### src/rtl/sdram_ahb_req_queue_if.sv
// Host request/response and AHB-style transfer signals of the SDRAM request queue.
// The slave modport is the queue's view; master is the host plus SDRAM-top side.
interface sdram_ahb_req_queue_if #(
  parameter int ADDR_W = 32,
  parameter int DATA_W = 32
);
  logic              req_valid;
  logic              req_ready;
  logic              req_write;
  logic [ADDR_W-1:0] req_addr;
  logic [DATA_W-1:0] req_wdata;
  logic              rsp_valid;
  logic              rsp_ready;
  logic [DATA_W-1:0] rsp_rdata;
  logic              out_HSEL;
  logic              out_HWRITE;
  logic [ADDR_W-1:0] out_HADDR;
  logic [DATA_W-1:0] out_HWDATA;
  logic              in_HREADY;
  logic [DATA_W-1:0] in_HRDATA;

  modport slave (
    input  req_valid, req_write, req_addr, req_wdata, rsp_ready, in_HREADY, in_HRDATA,
    output req_ready, rsp_valid, rsp_rdata, out_HSEL, out_HWRITE, out_HADDR, out_HWDATA
  );

  modport master (
    output req_valid, req_write, req_addr, req_wdata, rsp_ready, in_HREADY, in_HRDATA,
    input  req_ready, rsp_valid, rsp_rdata, out_HSEL, out_HWRITE, out_HADDR, out_HWDATA
  );
endinterface

### src/rtl/sdram_ahb_req_queue.sv
// Request FIFO in front of the SDRAM top: replays queued reads/writes one at a time
// on the AHB-style port, returns read data on a valid/ready port, watchdogs HREADY.
module sdram_ahb_req_queue #(
  parameter int FIFO_DEPTH = 8,
  parameter int ADDR_W     = 32,
  parameter int DATA_W     = 32,
  parameter int TIMEOUT    = 255
) (
  input  logic                          in_HCLK,
  input  logic                          in_HRESET,
  sdram_ahb_req_queue_if.slave          bus,
  output logic [$clog2(FIFO_DEPTH):0]   fifo_count,
  output logic                          busy,
  output logic                          err_timeout
);
  localparam int PTR_W = $clog2(FIFO_DEPTH);
  localparam int CNT_W = PTR_W + 1;
  localparam int WD_W  = (TIMEOUT > 0) ? $clog2(TIMEOUT + 1) : 1;
  localparam logic [WD_W-1:0] WD_LAST = (TIMEOUT > 0) ? WD_W'(TIMEOUT - 1) : '0;

  typedef enum logic [1:0] {IDLE, XFER, GAP} state_t;

  state_t            state, state_nx;
  logic [PTR_W-1:0]  wr_ptr, rd_ptr;
  logic [CNT_W-1:0]  count;
  logic [ADDR_W-1:0] mem_addr  [FIFO_DEPTH];
  logic [DATA_W-1:0] mem_data  [FIFO_DEPTH];
  logic              mem_write [FIFO_DEPTH];
  logic [WD_W-1:0]   wd_cnt;
  logic              full, empty, push, start, done, abort;

  assign full          = (count == CNT_W'(FIFO_DEPTH));
  assign empty         = (count == '0);
  assign bus.req_ready = !full;
  assign push          = bus.req_valid && !full;
  assign fifo_count    = count;
  assign busy          = (state != IDLE) || !empty;
  assign bus.out_HSEL  = (state == XFER);

  always_ff @(posedge in_HCLK or posedge in_HRESET) begin
    if (in_HRESET) state <= IDLE;
    else           state <= state_nx;
  end

  always_comb begin
    state_nx = state;
    case (state)
      IDLE:    if (start) state_nx = XFER;
      XFER:    if (done || abort) state_nx = GAP;
      GAP:     state_nx = IDLE;
      default: state_nx = IDLE;
    endcase
  end

  // A read may only start once the response slot is free, so no read data is ever overwritten.
  always_comb begin
    start = 1'b0;
    done  = 1'b0;
    abort = 1'b0;
    case (state)
      IDLE: start = !empty && !(!mem_write[rd_ptr] && bus.rsp_valid && !bus.rsp_ready);
      XFER: begin
        done  = bus.in_HREADY;
        abort = !bus.in_HREADY && (TIMEOUT != 0) && (wd_cnt == WD_LAST);
      end
      default: ;
    endcase
  end

  always_ff @(posedge in_HCLK) begin
    if (push) begin
      mem_addr[wr_ptr]  <= bus.req_addr;
      mem_data[wr_ptr]  <= bus.req_wdata;
      mem_write[wr_ptr] <= bus.req_write;
    end
  end

  always_ff @(posedge in_HCLK or posedge in_HRESET) begin
    if (in_HRESET) begin
      wr_ptr <= '0;
      rd_ptr <= '0;
      count  <= '0;
    end else begin
      if (push)  wr_ptr <= wr_ptr + 1'b1;
      if (start) rd_ptr <= rd_ptr + 1'b1;
      case ({push, start})
        2'b10:   count <= count + 1'b1;
        2'b01:   count <= count - 1'b1;
        default: ;
      endcase
    end
  end

  always_ff @(posedge in_HCLK or posedge in_HRESET) begin
    if (in_HRESET) begin
      bus.out_HWRITE <= 1'b0;
      bus.out_HADDR  <= '0;
      bus.out_HWDATA <= '0;
      wd_cnt         <= '0;
      err_timeout    <= 1'b0;
      bus.rsp_valid  <= 1'b0;
      bus.rsp_rdata  <= '0;
    end else begin
      if (start) begin
        bus.out_HWRITE <= mem_write[rd_ptr];
        bus.out_HADDR  <= mem_addr[rd_ptr];
        bus.out_HWDATA <= mem_data[rd_ptr];
        wd_cnt         <= '0;
      end else if ((state == XFER) && !bus.in_HREADY) begin
        wd_cnt <= wd_cnt + 1'b1;
      end
      if (abort) err_timeout <= 1'b1;
      // A read completing on the same edge as a handshake keeps valid high with new data.
      if (done && !bus.out_HWRITE) begin
        bus.rsp_valid <= 1'b1;
        bus.rsp_rdata <= bus.in_HRDATA;
      end else if (bus.rsp_valid && bus.rsp_ready) begin
        bus.rsp_valid <= 1'b0;
      end
    end
  end
endmodule

### src/flat_wrapper.sv
// flat-port wrapper written by rule: the top's interface ports become plain ports
module sdram_ahb_req_queue_flat 
#(
  parameter int FIFO_DEPTH = 8,
  parameter int ADDR_W     = 32,
  parameter int DATA_W     = 32,
  parameter int TIMEOUT    = 255
)
  (in_HCLK, in_HRESET, fifo_count, busy, err_timeout, bus_req_valid, bus_req_write, bus_req_addr, bus_req_wdata, bus_rsp_ready, bus_in_HREADY, bus_in_HRDATA, bus_req_ready, bus_rsp_valid, bus_rsp_rdata, bus_out_HSEL, bus_out_HWRITE, bus_out_HADDR, bus_out_HWDATA);
  sdram_ahb_req_queue_if #(.ADDR_W(ADDR_W), .DATA_W(DATA_W)) bus_i ();
  input  logic in_HCLK;
  input  logic in_HRESET;
  output logic [$clog2(FIFO_DEPTH):0] fifo_count;
  output logic busy;
  output logic err_timeout;
  input wire logic [$bits(bus_i.req_valid)-1:0] bus_req_valid;
  input wire logic [$bits(bus_i.req_write)-1:0] bus_req_write;
  input wire logic [$bits(bus_i.req_addr)-1:0] bus_req_addr;
  input wire logic [$bits(bus_i.req_wdata)-1:0] bus_req_wdata;
  input wire logic [$bits(bus_i.rsp_ready)-1:0] bus_rsp_ready;
  input wire logic [$bits(bus_i.in_HREADY)-1:0] bus_in_HREADY;
  input wire logic [$bits(bus_i.in_HRDATA)-1:0] bus_in_HRDATA;
  output wire logic [$bits(bus_i.req_ready)-1:0] bus_req_ready;
  output wire logic [$bits(bus_i.rsp_valid)-1:0] bus_rsp_valid;
  output wire logic [$bits(bus_i.rsp_rdata)-1:0] bus_rsp_rdata;
  output wire logic [$bits(bus_i.out_HSEL)-1:0] bus_out_HSEL;
  output wire logic [$bits(bus_i.out_HWRITE)-1:0] bus_out_HWRITE;
  output wire logic [$bits(bus_i.out_HADDR)-1:0] bus_out_HADDR;
  output wire logic [$bits(bus_i.out_HWDATA)-1:0] bus_out_HWDATA;
  assign bus_i.req_valid = bus_req_valid;
  assign bus_i.req_write = bus_req_write;
  assign bus_i.req_addr = bus_req_addr;
  assign bus_i.req_wdata = bus_req_wdata;
  assign bus_i.rsp_ready = bus_rsp_ready;
  assign bus_i.in_HREADY = bus_in_HREADY;
  assign bus_i.in_HRDATA = bus_in_HRDATA;
  assign bus_req_ready = bus_i.req_ready;
  assign bus_rsp_valid = bus_i.rsp_valid;
  assign bus_rsp_rdata = bus_i.rsp_rdata;
  assign bus_out_HSEL = bus_i.out_HSEL;
  assign bus_out_HWRITE = bus_i.out_HWRITE;
  assign bus_out_HADDR = bus_i.out_HADDR;
  assign bus_out_HWDATA = bus_i.out_HWDATA;
  sdram_ahb_req_queue #(.FIFO_DEPTH(FIFO_DEPTH), .ADDR_W(ADDR_W), .DATA_W(DATA_W), .TIMEOUT(TIMEOUT)) u_core (.in_HCLK(in_HCLK), .in_HRESET(in_HRESET), .bus(bus_i), .fifo_count(fifo_count), .busy(busy), .err_timeout(err_timeout));
endmodule
### config.mk
export PLATFORM = sky130hd
export DESIGN_NAME = sdram_ahb_req_queue_flat
export DESIGN_NICKNAME = d
export VERILOG_FILES = /design/src/rtl/sdram_ahb_req_queue_if.sv /design/src/rtl/sdram_ahb_req_queue.sv /design/src/flat_wrapper.sv
export SDC_FILE = /design/constraint.sdc
export NUM_CORES = 1
export LEC_CHECK = 0
export BUFFER_PORTS_ARGS = -buffer_cell sky130_fd_sc_hd__buf_4
export CELL_PAD_IN_SITES_DETAIL_PLACEMENT = 1
export CELL_PAD_IN_SITES_GLOBAL_PLACEMENT = 1
export CORE_ASPECT_RATIO = 0.8
export CORE_MARGIN = 2
export CORE_UTILIZATION = 30
export CTS_CLUSTER_DIAMETER = 150
export DETAILED_ROUTE_END_ITERATION = 12
export GPL_TIMING_DRIVEN = 0
export HOLD_SLACK_MARGIN = 0.06
export PLACE_DENSITY_LB_ADDON = 0.08
export SLEW_MARGIN = 20
export SYNTH_ARGS = -nofsm -noshare
export SYNTH_HDL_FRONTEND = slang
export SYNTH_SLANG_ARGS = --single-unit
### constraint.sdc
create_clock -name in_HCLK -period 17.6 [get_ports in_HCLK]
set_clock_uncertainty 0.15 [all_clocks]
set_input_delay 0.88 -clock in_HCLK [delete_from_list [all_inputs] [get_ports in_HCLK]]
set_output_delay 0.88 -clock in_HCLK [all_outputs]
set_load 0.1 [all_outputs]
# == Word-level counts from Yosys, hierarchy flattened ==
# Memory sizes are Yosys's and may differ from the RTL's. A register that Yosys moved wholly into a read port is not among the register bits.
# Cells that the tools add are included.
# totals
ff_bits,55
output_inout_bits,106
inputBits,102
n_memories,3
ramBits,520
# mem_list
memory,words,word_bits,rd,rd_ports_with_merged_regs,write_ports,line,source
u_core.mem_addr,8,32,1,1,1,sdram_ahb_req_queue.sv:26,logic [ADDR_W-1:0] mem_addr [FIFO_DEPTH];
u_core.mem_data,8,32,1,1,1,sdram_ahb_req_queue.sv:27,logic [DATA_W-1:0] mem_data [FIFO_DEPTH];
u_core.mem_write,8,1,1,0,1,sdram_ahb_req_queue.sv:28,logic mem_write [FIFO_DEPTH];
# op_classes
n_eq_ne,7
add_sub_neg,5
n_mux,13
reduce_logical,24
# op_table
op,n
8-bit 2-to-1 mux,2
8-bit by 1-bit adder with 8-bit output (second input constant),1
8-bit == test (second input constant),1
1-bit logical AND,8
4-bit one-hot mux with 2 select lines,1
2-bit nonzero test,4
1-bit zero test,7
1-bit 2-to-1 mux,7
3-bit by 1-bit adder with 3-bit output (second input constant),2
4-bit by 1-bit adder with 4-bit output (second input constant),1
2-bit by 1-bit == test with 1-bit output (second input constant),2
4-bit == test (second input constant),1
4-bit zero test,1
2-bit 2-to-1 mux,2
2-bit by 1-bit inequality test with 1-bit output (second input constant),2
2-bit one-hot mux with 2 select lines,1
4-bit by 1-bit subtractor with 4-bit output (second input constant),1
2-bit == test (second input constant),1
2-bit zero test,1
1-bit logical OR,2
2-bit AND reduction,1

# == Logic depth before layout (Yosys ltp) ==
# Gate-level depths: netlist of run 1.
# An unclocked memory read counts as a cell.
# depth
word_depth,9
depth_mapped,15
ltp_nobuf,12

# == Least setup slack after synthesis of run 1 ==
# Ideal clock, no wire load.
# synth_path
path_kind,register -> register
start,"reg u_core.count[0], in the netlist u_core.fifo_count[0]"
end,mem u_core.mem_addr[0][0] (enable)
setup_slack_ps,8360
required_ps,16799
stages_incl_launch_ff,5
arrival_ps,8439
n_path_buf,0
setup_ps,651
cell_sequence,dfrtp_1 -> nor3_1 -> nand2_1 -> nand2_1 -> nor4_1
# synth_between
elab_chain_cells,5
# synth_rtl
element,line,source
"start, declared",sdram_ahb_req_queue.sv:25,logic [CNT_W-1:0] count;
"start signal, assigned",sdram_ahb_req_queue.sv:87,2'b10: count <= count + 1'b1;
"start signal, assigned",sdram_ahb_req_queue.sv:88,2'b01: count <= count - 1'b1;
4-bit == test,sdram_ahb_req_queue.sv:32,assign full = (count == CNT_W'(FIFO_DEPTH));
1-bit zero test,--,
named net bus_req_ready,flat_wrapper.sv:23,output wire logic [$bits(bus_i.req_ready)-1:0] bus_req_ready;
1-bit logical AND,sdram_ahb_req_queue.sv:35,assign push = bus.req_valid && !full;
1-bit 2-to-1 mux,sdram_ahb_req_queue.sv:71,if (push) begin
1-bit 2-to-1 mux (not written as such),sdram_ahb_req_queue.sv:72,mem_addr[wr_ptr] <= bus.req_addr;
"end, declared",sdram_ahb_req_queue.sv:26,
# The timed path passes the listed nets, and every way through them passes these cells.

# == Worst setup path after layout of run 1 ==
# layout_path
start,reg u_core.rd_ptr[2]
end,reg u_core.bus.out_HADDR[26] (read register of u_core.mem_addr)
# layout_between
elab_chain_cells,7
# layout_rtl
element,line,source
"start, declared",sdram_ahb_req_queue.sv:24,"logic [PTR_W-1:0] wr_ptr, rd_ptr;"
"start signal, assigned",sdram_ahb_req_queue.sv:85,if (start) rd_ptr <= rd_ptr + 1'b1;
memory read 8 x 1 bit,--,
1-bit zero test,sdram_ahb_req_queue.sv:61,IDLE: start = !empty && !(!mem_write[rd_ptr] && bus.rsp_valid && !bus.rsp_ready);
1-bit logical AND (2 in series),sdram_ahb_req_queue.sv:61,
1-bit zero test,sdram_ahb_req_queue.sv:61,
1-bit logical AND,sdram_ahb_req_queue.sv:61,
1-bit 2-to-1 mux,sdram_ahb_req_queue.sv:60,case (state)
"end, declared",sdram_ahb_req_queue_if.sv:24,"output req_ready, rsp_valid, rsp_rdata, out_HSEL, out_HWRITE, out_HADDR, out_HWDATA"
# Parallel ways exist; a longest one is shown, timed or not.
# A chain may end at the register's enable or synchronous reset.

==> flow_summary_export.csv, run 1 <==
group,metric,value,unit
clocking,clkLatencyLatePin,0.60,ns
place,dp_hpwl,40800,um
layout,drive_above_1_share,48.1,%
layout,diodes,0,
clocking,cts_tree,"built",
clocking,cts.sinks,639,
clocking,hold_buffers,0,
layout,syn2layout_area_growth,24.2,%
global_route,antenna_found_initial,8,
place,gp_congestion,0.665,
min_path,worst_hold_path_type,"in2async",
critical_path,worstPathCellList,"clkbuf_1, clkbuf_1, clkbuf_1, mux4_2, mux2_2, mux2_4",
floorplanning,boundaryPins,208,
global_route,grt_max_degree,73,
yosys,ys_types,39,
yosys,syn_avg_cell_area,22.7,sq um
clocking,cts.htree.levels,3,
yosys,synthCells,1079,
route,wire_per_inst,23.6,um
pwr,totalPowerFinal,6.20,mW
layout,design_area,0.0305,sq mm
route,drt-total-wl,60900,um
clocking,cts_buffers,72,
critical_path,cp_data_arrival_time,3.74,ns
pwr,power.leakage,10.8,nW
place,place_inst,2453,
critical_path,start_kind,"flop",
global_route,groute.usage.overall,14.9,%
critical_path,worstPathRequired,17.92,ns
timing,slew_headroom,35.6,%
pwr,ir_drop,0.000155,V
timing,min_period,3.41,ns
timing,slew_viol_final,0,
clocking,cts_setup_buffers,0,
timing,finalHoldViolations,0,
route,drc,0,
timing,setup-tns-final,0,ns
timing,max_freq,293,MHz
yosys,netlist_area,0.0245,sq mm
layout,post-route-util,37.7,%
timing,worst_slack,14.19,ns
route,drt_iter0_drc,615,
clocking,post_cts_resized,0,
route,ant_nets,0,
clocking,cts-root-buf,"clkbuf_16",
critical_path,critPathMaxStageDelay,0.76,ns
global_route,grt_pass1_wl,90800,um
pwr,power_density,204,mW/mm^2
layout,n_fill_cell,7755,
yosys,synth-edff-count,520,
yosys,synth_nets,1189,
yosys,synth_top_flop_cell,"edfxtp_1",
critical_path,crit_slowest_cell,"clkbuf_1",
yosys,ys_seq_elements,639,
floorplanning,std_cell_rows,93,
floorplanning,die_area,0.0841,sq mm
yosys,ys_seq_area_share,75.8,%
place,io_buffers,207,
floorplanning,coreArea,0.0808,sq mm
timing,fin_crit_sh,19.4,%
route,dr.pass1.iters,4,
critical_path,regToRegStartpoint,"u_core.rd_ptr[2]$_DFFE_PP0N_",
timing,rsz0062_at_grt,"false",
critical_path,path_common_cell,"clkbuf_1",
route,num_vias,11600,
critical_path,worstSetupPathType,"reg2reg",
place,dp_worst_setup_slack,14.08,ns
global_route,grt_pass1_vias,13000,
floorplanning,die_y,260,um
run,drv_cap,0,
critical_path,crit_path_max_fanout,10,
timing,timing.hold.ws,0.127,ns
layout,nNetsFinal,1545,
floorplanning,die_w,324,um
timing,setup_violations,0,
place,place_area,0.0283,sq mm
critical_path,endpoint_kind,"flop",
yosys,async_flop_share,18.6,%
clocking,clk_pin_slew,0.06,ns
status,status,"finished clean",
yosys,yosys_warnings,0,
layout,instances_no_fill,2582,
critical_path,cp-startpoint,"u_core.rd_ptr[2]$_DFFE_PP0N_",
floorplanning,initial_core_util,30.4,%
clocking,clockBufferDepth,3,
timing,tightest_slew,0.966,ns
route,vias_per_cell,4.51,
global_route,overflow,0,
-- report_power, final --
group	switching, mW	internal, mW
registers	0.126	1.96
logic	1.71	0.984
clock network	0.604	0.807
-- path summary, 6_finish.rpt --
check / end / slack [ns] / depth (start not counted)
max reg2reg: u_core.bus.out_HADDR[26]$_DFFE_PP0N_ / 14.19 / 6
max in group asynchronous: u_core.bus.out_HWDATA[10]$_DFFE_PP0N_ / 16.36 / 3
min reg2reg: u_core.err_timeout$_DFFE_PP0P_ / 0.31 / 1
min in group in_HCLK: u_core.err_timeout$_DFFE_PP0P_ / 0.31 / 1
min: u_core.bus.rsp_rdata[5]$_DFFE_PP0P_ / 0.13 / 2
max: u_core.bus.out_HADDR[26]$_DFFE_PP0N_ / 14.19 / 6
-- layout by cell type (no fill, tap or decap), types with 4 or more instances in the layout --
cell type / count
buf_12: 10
buf_1: 4
mux2i_1: 4
mux2_4: 52
clkbuf_16: 73
clkinv_2: 11
xnor2_1: 8
nor2b_1: 4
o21ai_0: 4
nand2_1: 11
buf_2: 20
dfrtp_1: 119
clkbuf_8: 7
buf_4: 244
inv_1: 4
nor3_2: 4
nor2_1: 13
clkbuf_1: 34
mux2_2: 111
inv_6: 4
buf_6: 35
mux4_2: 128
edfxtp_1: 520
clkinv_1: 12
xor2_1: 6
ha_1: 7
-- cells by family after synthesis --
kind of cell,after synthesis,share of synthesized area [%]
flops,639,75.8
mux,295,20.2
simple gates,54,1.12
buf+inv,56,1.55
xor+xnor,14,0.500
compound gates,13,0.383
fa+ha+maj,8,0.439
-- worst max-delay path, delay by kind of cell, from the launching register on --
| family | cells | cell delay, ns |
|---|---|---|
| muxes | 3 | 1.02 |
| DFF | 1 | 0.32 |
| buffers and inverters | 3 | 1.79 |
-- final cells by class --
cell class                 instances  area (sq um)  share of cell area (%)
multi-input combinational        384          5600                    18.4
clock buffer                      98          1990                    6.54
clock inverter                    31           189                   0.620
timing repair buffer             282          2330                    7.64
inverter                           6          30.0                  0.0986
tap                             1092          1370                    4.49
sequential                       639         18600                    61.1
buffer                            50           357                    1.17
-- routing by layer --
layer,vias to the layer above,wire (um),GRT usage [%]
li1,5111,-,-
met1,6218,29300,22.0
met2,197,27400,22.1
met3,99,2760,3.15
met4,14,1320,4.24
met5,-,89,0
-- cells in the mapped netlist, drive strengths merged, types with 3 or more instances --
cell	instances	area, sq um
edfxtp	520	15600
mux2	163	2030
mux4	128	2880
dfrtp	119	2980
buf	34	297
clkbuf	16	60.1
nor2	16	60.1
nand2	11	41.3
xnor2	8	70.1
ha	7	87.6
inv	6	22.5
xor2	6	52.6
nor3	5	25.0
mux2i	4	40.0
nor2b	4	25.0
o21ai	4	20.0
nand2b	3	18.8
nand3	3	15.0
nand4	3	18.8
-- flip-flops by register name, indices dropped and copies added (netlist names), 2 cells and up --
name,count
u_core.bus.out_HADDR,32
u_core.mem_write,8
u_core.rd_ptr,3
u_core.mem_data,256
u_core.wr_ptr,3
u_core.bus.out_HWDATA,32
u_core.wd_cnt,8
u_core.state,2
u_core.mem_addr,256
u_core.fifo_count,4
u_core.bus.rsp_rdata,32
Power figures use the tool's default switching activity.
==> inputs of run 2 (changes only) <==
==> constraint.sdc (replaced) <==
create_clock -name in_HCLK -period 3.33 [get_ports in_HCLK]
set_clock_uncertainty 0.15 [all_clocks]
set_input_delay 0.1665 -clock in_HCLK [delete_from_list [all_inputs] [get_ports in_HCLK]]
set_output_delay 0.1665 -clock in_HCLK [all_outputs]
set_load 0.1 [all_outputs]
==> flow_summary_export.csv, run 2 (synthesis results as in run 1) <==
group,metric,value,unit
status,status,"finished clean",
floorplanning,die_area,0.0841,sq mm
critical_path,endpoint_kind,"flop",
critical_path,ff2ff_path_depth,6,
timing,min_period,3.17,ns
timing,setup_violations,0,
run,drv_cap,0,
timing,max_freq,316,MHz
global_route,grt_max_degree,30,
layout,drive_above_1_share,45.1,%
critical_path,crit_path_max_fanout,10,
route,vias_per_cell,4.47,
clocking,clk_pin_slew,0.06,ns
layout,final_cell_mix,"edfxtp_1, buf_4, mux4_2",
route,drt_iter0_drc,673,
clocking,cts.sinks,639,
route,wire_per_inst,23.2,um
clocking,clockBufferDepth,3,
clocking,clkLatencyLatePin,0.60,ns
global_route,grt_pass1_vias,13400,
clocking,cts_setup_buffers,0,
route,dr.pass1.iters,4,
clocking,cts_buffers,71,
global_route,antenna_found_initial,5,
clocking,cts-root-buf,"clkbuf_16",
floorplanning,die_y,260,um
route,num_vias,11900,
timing,tightest_slew,0.896,ns
critical_path,cp-startpoint,"u_core.rd_ptr[2]$_DFFE_PP0N_",
timing,finalHoldViolations,0,
pwr,power.leakage,11.2,nW
timing,slew_headroom,40.3,%
layout,post-route-util,39.4,%
place,io_buffers,207,
floorplanning,std_cell_rows,93,
route,drc,0,
clocking,cts.htree.levels,3,
floorplanning,boundaryPins,208,
pwr,totalPowerFinal,33.3,mW
route,ant_nets,0,
timing,fin_crit_sh,95.2,%
layout,layout_commonest_cell,"edfxtp_1",
min_path,hold_path_depth,2,
layout,nNetsFinal,1628,
global_route,groute.usage.overall,15.1,%
pwr,power_density,1050,mW/mm^2
floorplanning,initial_core_util,30.4,%
layout,multi_input_area,0.00570,sq mm
critical_path,worstPathRequired,3.66,ns
layout,seqCellArea,0.0186,sq mm
layout,n_fill_cell,7756,
critical_path,start_kind,"flop",
min_path,worst_hold_path_type,"in2reg",
floorplanning,die_w,324,um
min_path,holdCritStartpoint,"bus_req_wdata[8]",
timing,slew_viol_final,0,
global_route,overflow,0,
floorplanning,coreArea,0.0808,sq mm
route,drt-total-wl,62100,um
place,gp_congestion,0.674,
pwr,ir_drop,0.000588,V
clocking,cts_tree,"built",
critical_path,regToRegStartpoint,"u_core.rd_ptr[2]$_DFFE_PP0N_",
global_route,grt_pass1_wl,92500,um
place,dp_hpwl,40800,um
layout,top_regs,"u_core.mem_addr (256), u_core.mem_data (256)",
critical_path,worstSetupPathType,"reg2reg",
layout,syn2layout_area_growth,29.7,%
critical_path,cp_data_arrival_time,3.50,ns
-- run 2: through the flow --
| stage | setup slack, ns | TNS (ns) | hold WS, ns | cell area, sq um | instances |
|---|---|---|---|---|---|
| 4_1_cts | 0.00417 | 0 | 0.149 | 31800 | 2667 |
| 2_1_floorplan | -0.563 | -55.70 | 0.115 | 24700 | 1079 |
| 6_report | 0.161 | 0 | 0.195 | 31800 | 2670 |
| 3_3_place_gp | -2.96 | -840.64 | 0.250 | 27600 | 2378 |
| 3_5_place_dp | -0.163 | -0.563 | 0.0390 | 28500 | 2435 |
| 5_1_grt | -0.000493 | -0.000867 | 0.172 | 31800 | 2669 |
-- run 2: path summary, 6_finish.rpt --
check                           slack [ns]                                   end
worst max-delay path                  0.16  u_core.bus.out_HWDATA[5]$_DFFE_PP0N_
worst min-delay path                  0.20       u_core.mem_data[7][8]$_DFFE_PP_
worst max register to register        0.16  u_core.bus.out_HWDATA[5]$_DFFE_PP0N_
worst min register to register        0.31        u_core.err_timeout$_DFFE_PP0P_
max in group asynchronous             1.55  u_core.bus.out_HADDR[22]$_DFFE_PP0N_
min in group asynchronous             0.57   u_core.bus.out_HADDR[4]$_DFFE_PP0N_
-- run 2: worst max-delay path, cell delays in order, from the launching register on --
cell      delay (ns)
dfrtp_1         0.32
clkbuf_1        0.23
clkbuf_1        0.65
buf_1           0.72
mux4_2          0.42
mux2_2          0.30
mux2_4          0.26
-- run 2: power by group --
group / switching, mW / total [mW] / internal, mW / leakage, nW
Clock: 3.20 / 7.70 / 4.49 / 1.09
Sequential: 0.698 / 11.1 / 10.4 / 6.13
Combinational: 9.17 / 14.5 / 5.38 / 4.01
-- run 2: cell type report --
cell class,instances,area share (%)
diodes,3,0.0236
well taps,1092,4.29
clock inverters,23,0.767
inverters,6,0.0826
repair buffers,366,11.0
clock buffers,107,6.30
multi-input cells,384,17.9
plain buffers,50,1.16
flip-flops and latches,639,58.5
-- run 2: layer usage --
layer  track usage [%]  up-vias  share of wire (%)
met5                 0        -              0.043
met4              4.32        4                2.2
met3              2.78       98                4.3
met2              23.5      190                 47
met1              21.7     6352                 47
li1                  -     5296                  -
-- run 2: repair_timing --
action                     4_1_cts  5_1_grt
hold endpoints to repair       690        0
pin swaps                        0        1
hold buffers                   102        0
setup endpoints to repair       11       20
gates resized for setup          2       10
==> inputs of run 3 (changes only) <==
--- a/config.mk
+++ b/config.mk
@@ -15,6 +15,7 @@
 export DETAILED_ROUTE_END_ITERATION = 12
 export GPL_TIMING_DRIVEN = 0
 export HOLD_SLACK_MARGIN = 0.06
+export MAX_ROUTING_LAYER = met4
 export PLACE_DENSITY_LB_ADDON = 0.08
 export SLEW_MARGIN = 20
 export SYNTH_ARGS = -nofsm -noshare
==> flow_summary_export.csv, run 3 (synthesis results as in run 1) <==
group,metric,value,unit
status,status,"finished clean",
critical_path,reg2reg_slack,0.14,ns
pwr,totalPowerFinal,33.3,mW
route,wire_per_inst,23.2,um
place,dp_hpwl,40800,um
critical_path,critPathTopFamily,"buffers and inverters",
layout,seqCellArea,0.0186,sq mm
clocking,clkLatencyLatePin,0.60,ns
clocking,clk_pin_slew,0.06,ns
floorplanning,boundaryPins,208,
layout,final_cell_mix,"edfxtp_1, buf_4, mux4_2",
timing,timing.hold.ws,0.194,ns
timing,max_freq,314,MHz
min_path,whs_endpoint,"u_core.mem_data[1][10]$_DFFE_PP_",
clocking,clockBufferDepth,3,
place,place_inst,2435,
clocking,cts.sinks,639,
pwr,ir_drop,0.000588,V
critical_path,worstPathCellList,"clkbuf_1, clkbuf_1, buf_1, mux4_2, mux2_2, mux2_4",
layout,layout_commonest_cell,"edfxtp_1",
min_path,hold_path_depth,2,
layout,multi_input_area,0.00570,sq mm
run,drv_cap,0,
global_route,grt_pass1_wl,92500,um
global_route,antenna_found_initial,6,
timing,min_period,3.19,ns
clocking,cts_tree,"built",
timing,worst_slack,0.143,ns
layout,syn2layout_area_growth,29.8,%
min_path,holdCritStartpoint,"bus_req_wdata[10]",
route,vias_per_cell,4.46,
global_route,grt_max_degree,30,
critical_path,ff2ff_path_depth,6,
layout,post-route-util,39.4,%
min_path,worst_hold_path_type,"in2reg",
timing,fin_crit_sh,95.7,%
place,gp_congestion,0.682,
critical_path,endpoint_kind,"flop",
floorplanning,initial_core_util,30.4,%
floorplanning,die_area,0.0841,sq mm
clocking,cts.htree.levels,3,
floorplanning,std_cell_rows,93,
global_route,groute.usage.overall,15.6,%
timing,slew_viol_final,0,
place,io_buffers,207,
timing,finalHoldViolations,0,
critical_path,worstSetupPathType,"reg2reg",
critical_path,reg2reg_to,"u_core.bus.out_HWDATA[5]$_DFFE_PP0N_",
critical_path,crit_path_max_fanout,10,
critical_path,regToRegStartpoint,"u_core.rd_ptr[2]$_DFFE_PP0N_",
layout,top_regs,"u_core.mem_addr (256), u_core.mem_data (256)",
critical_path,cp-startpoint,"u_core.rd_ptr[2]$_DFFE_PP0N_",
pwr,power_density,1050,mW/mm^2
timing,slew_headroom,40.5,%
layout,nNetsFinal,1628,
layout,drive_above_1_share,45.1,%
layout,instances_no_fill,2673,
route,drt_iter0_drc,686,
route,drt-total-wl,62000,um
route,ant_nets,0,
route,dr.pass1.iters,4,
clocking,cts_buffers,71,
critical_path,critPathMaxStageDelay,0.72,ns
critical_path,crit_slowest_cell,"buf_1",
critical_path,start_kind,"flop",
floorplanning,coreArea,0.0808,sq mm
critical_path,critPathBufInv,3,
place,dp_worst_setup_slack,-0.163,ns
pwr,power.leakage,11.2,nW
timing,tightest_slew,0.892,ns
floorplanning,die_y,260,um
critical_path,worstPathRequired,3.66,ns
critical_path,cp_data_arrival_time,3.52,ns
floorplanning,die_w,324,um
route,num_vias,11900,
global_route,overflow,0,
global_route,grt_pass1_vias,13400,
timing,setup_violations,0,
route,drc,0,
clocking,cts-root-buf,"clkbuf_16",
critical_path,path_common_cell,"clkbuf_1",
layout,n_fill_cell,7764,
## run 3: cell count changes in the layout (fill, tap and decap cells not counted)
cell     change
diode_2      +3
## run 3: routing by layer
layer	GRT usage, %	wire (um)	up-vias
li1	-	-	5306
met1	21.7	29600	6349
met2	23.5	28900	175
met3	2.78	2130	100
met4	4.36	1420	0
met5	-	0	-
## run 3: cell type report
class | instances | share of cell area (%)
antenna | 6 | 0.0472
buffer | 50 | 1.16
clock buffer | 107 | 6.30
clock inverter | 23 | 0.767
inverter | 6 | 0.0826
multi-input combinational | 384 | 17.9
sequential | 639 | 58.4
tap | 1092 | 4.29
timing repair buffer | 366 | 11.0
## run 3: where the power goes
part / internal (mW) / switching (mW) / total, mW
combinational: 5.38 / 9.18 / 14.6
clock: 4.49 / 3.21 / 7.70
sequential: 10.4 / 0.704 / 11.1
total: 20.2 / 13.1 / 33.3
## run 3: how the worst max path moves through the flow
| stage | end | slack (ns) | cells after the start |
|---|---|---|---|
| finish | u_core.bus.out_HWDATA[5]$_DFFE_PP0N_ | 0.14 | 6 |
| floorplan | u_core.mem_addr[0][0]$_DFFE_PP_ | -0.56 | 4 |
| global route | u_core.bus.out_HWDATA[5]$_DFFE_PP0N_ | -0.0005 | 6 |
| global placement | u_core.mem_addr[0][25]$_DFFE_PP_ | -2.96 | 4 |
| detailed placement | u_core.fifo_count[3]$_DFFE_PP0P_ | -0.16 | 13 |
| CTS | u_core.fifo_count[3]$_DFFE_PP0P_ | 0.004 | 13 |
## run 3: worst reg2reg max path, delay by kind of cell (launching register included)
| family | cells | cell delay [ns] |
|---|---|---|
| mux | 3 | 0.98 |
| flops | 1 | 0.32 |
| buf+inv | 3 | 1.64 |
## run 3: timing repair
item,in CTS,in global routing
hold endpoints to repair,690,0
gates resized for setup,2,10
setup endpoints to repair,11,20
buffers inserted,0,0
cloned,0,0
pin swaps,0,1
hold buffers,102,0
## run 3: stage by stage
| stage | TNS (ns) | area [sq um] |
|---|---|---|
| global route | -0.000867 | 31800 |
| finish | 0 | 31800 |
| global placement | -840.64 | 27600 |
| CTS | 0 | 31800 |
| detailed placement | -0.563 | 28500 |
| floorplan | -55.70 | 24700 |
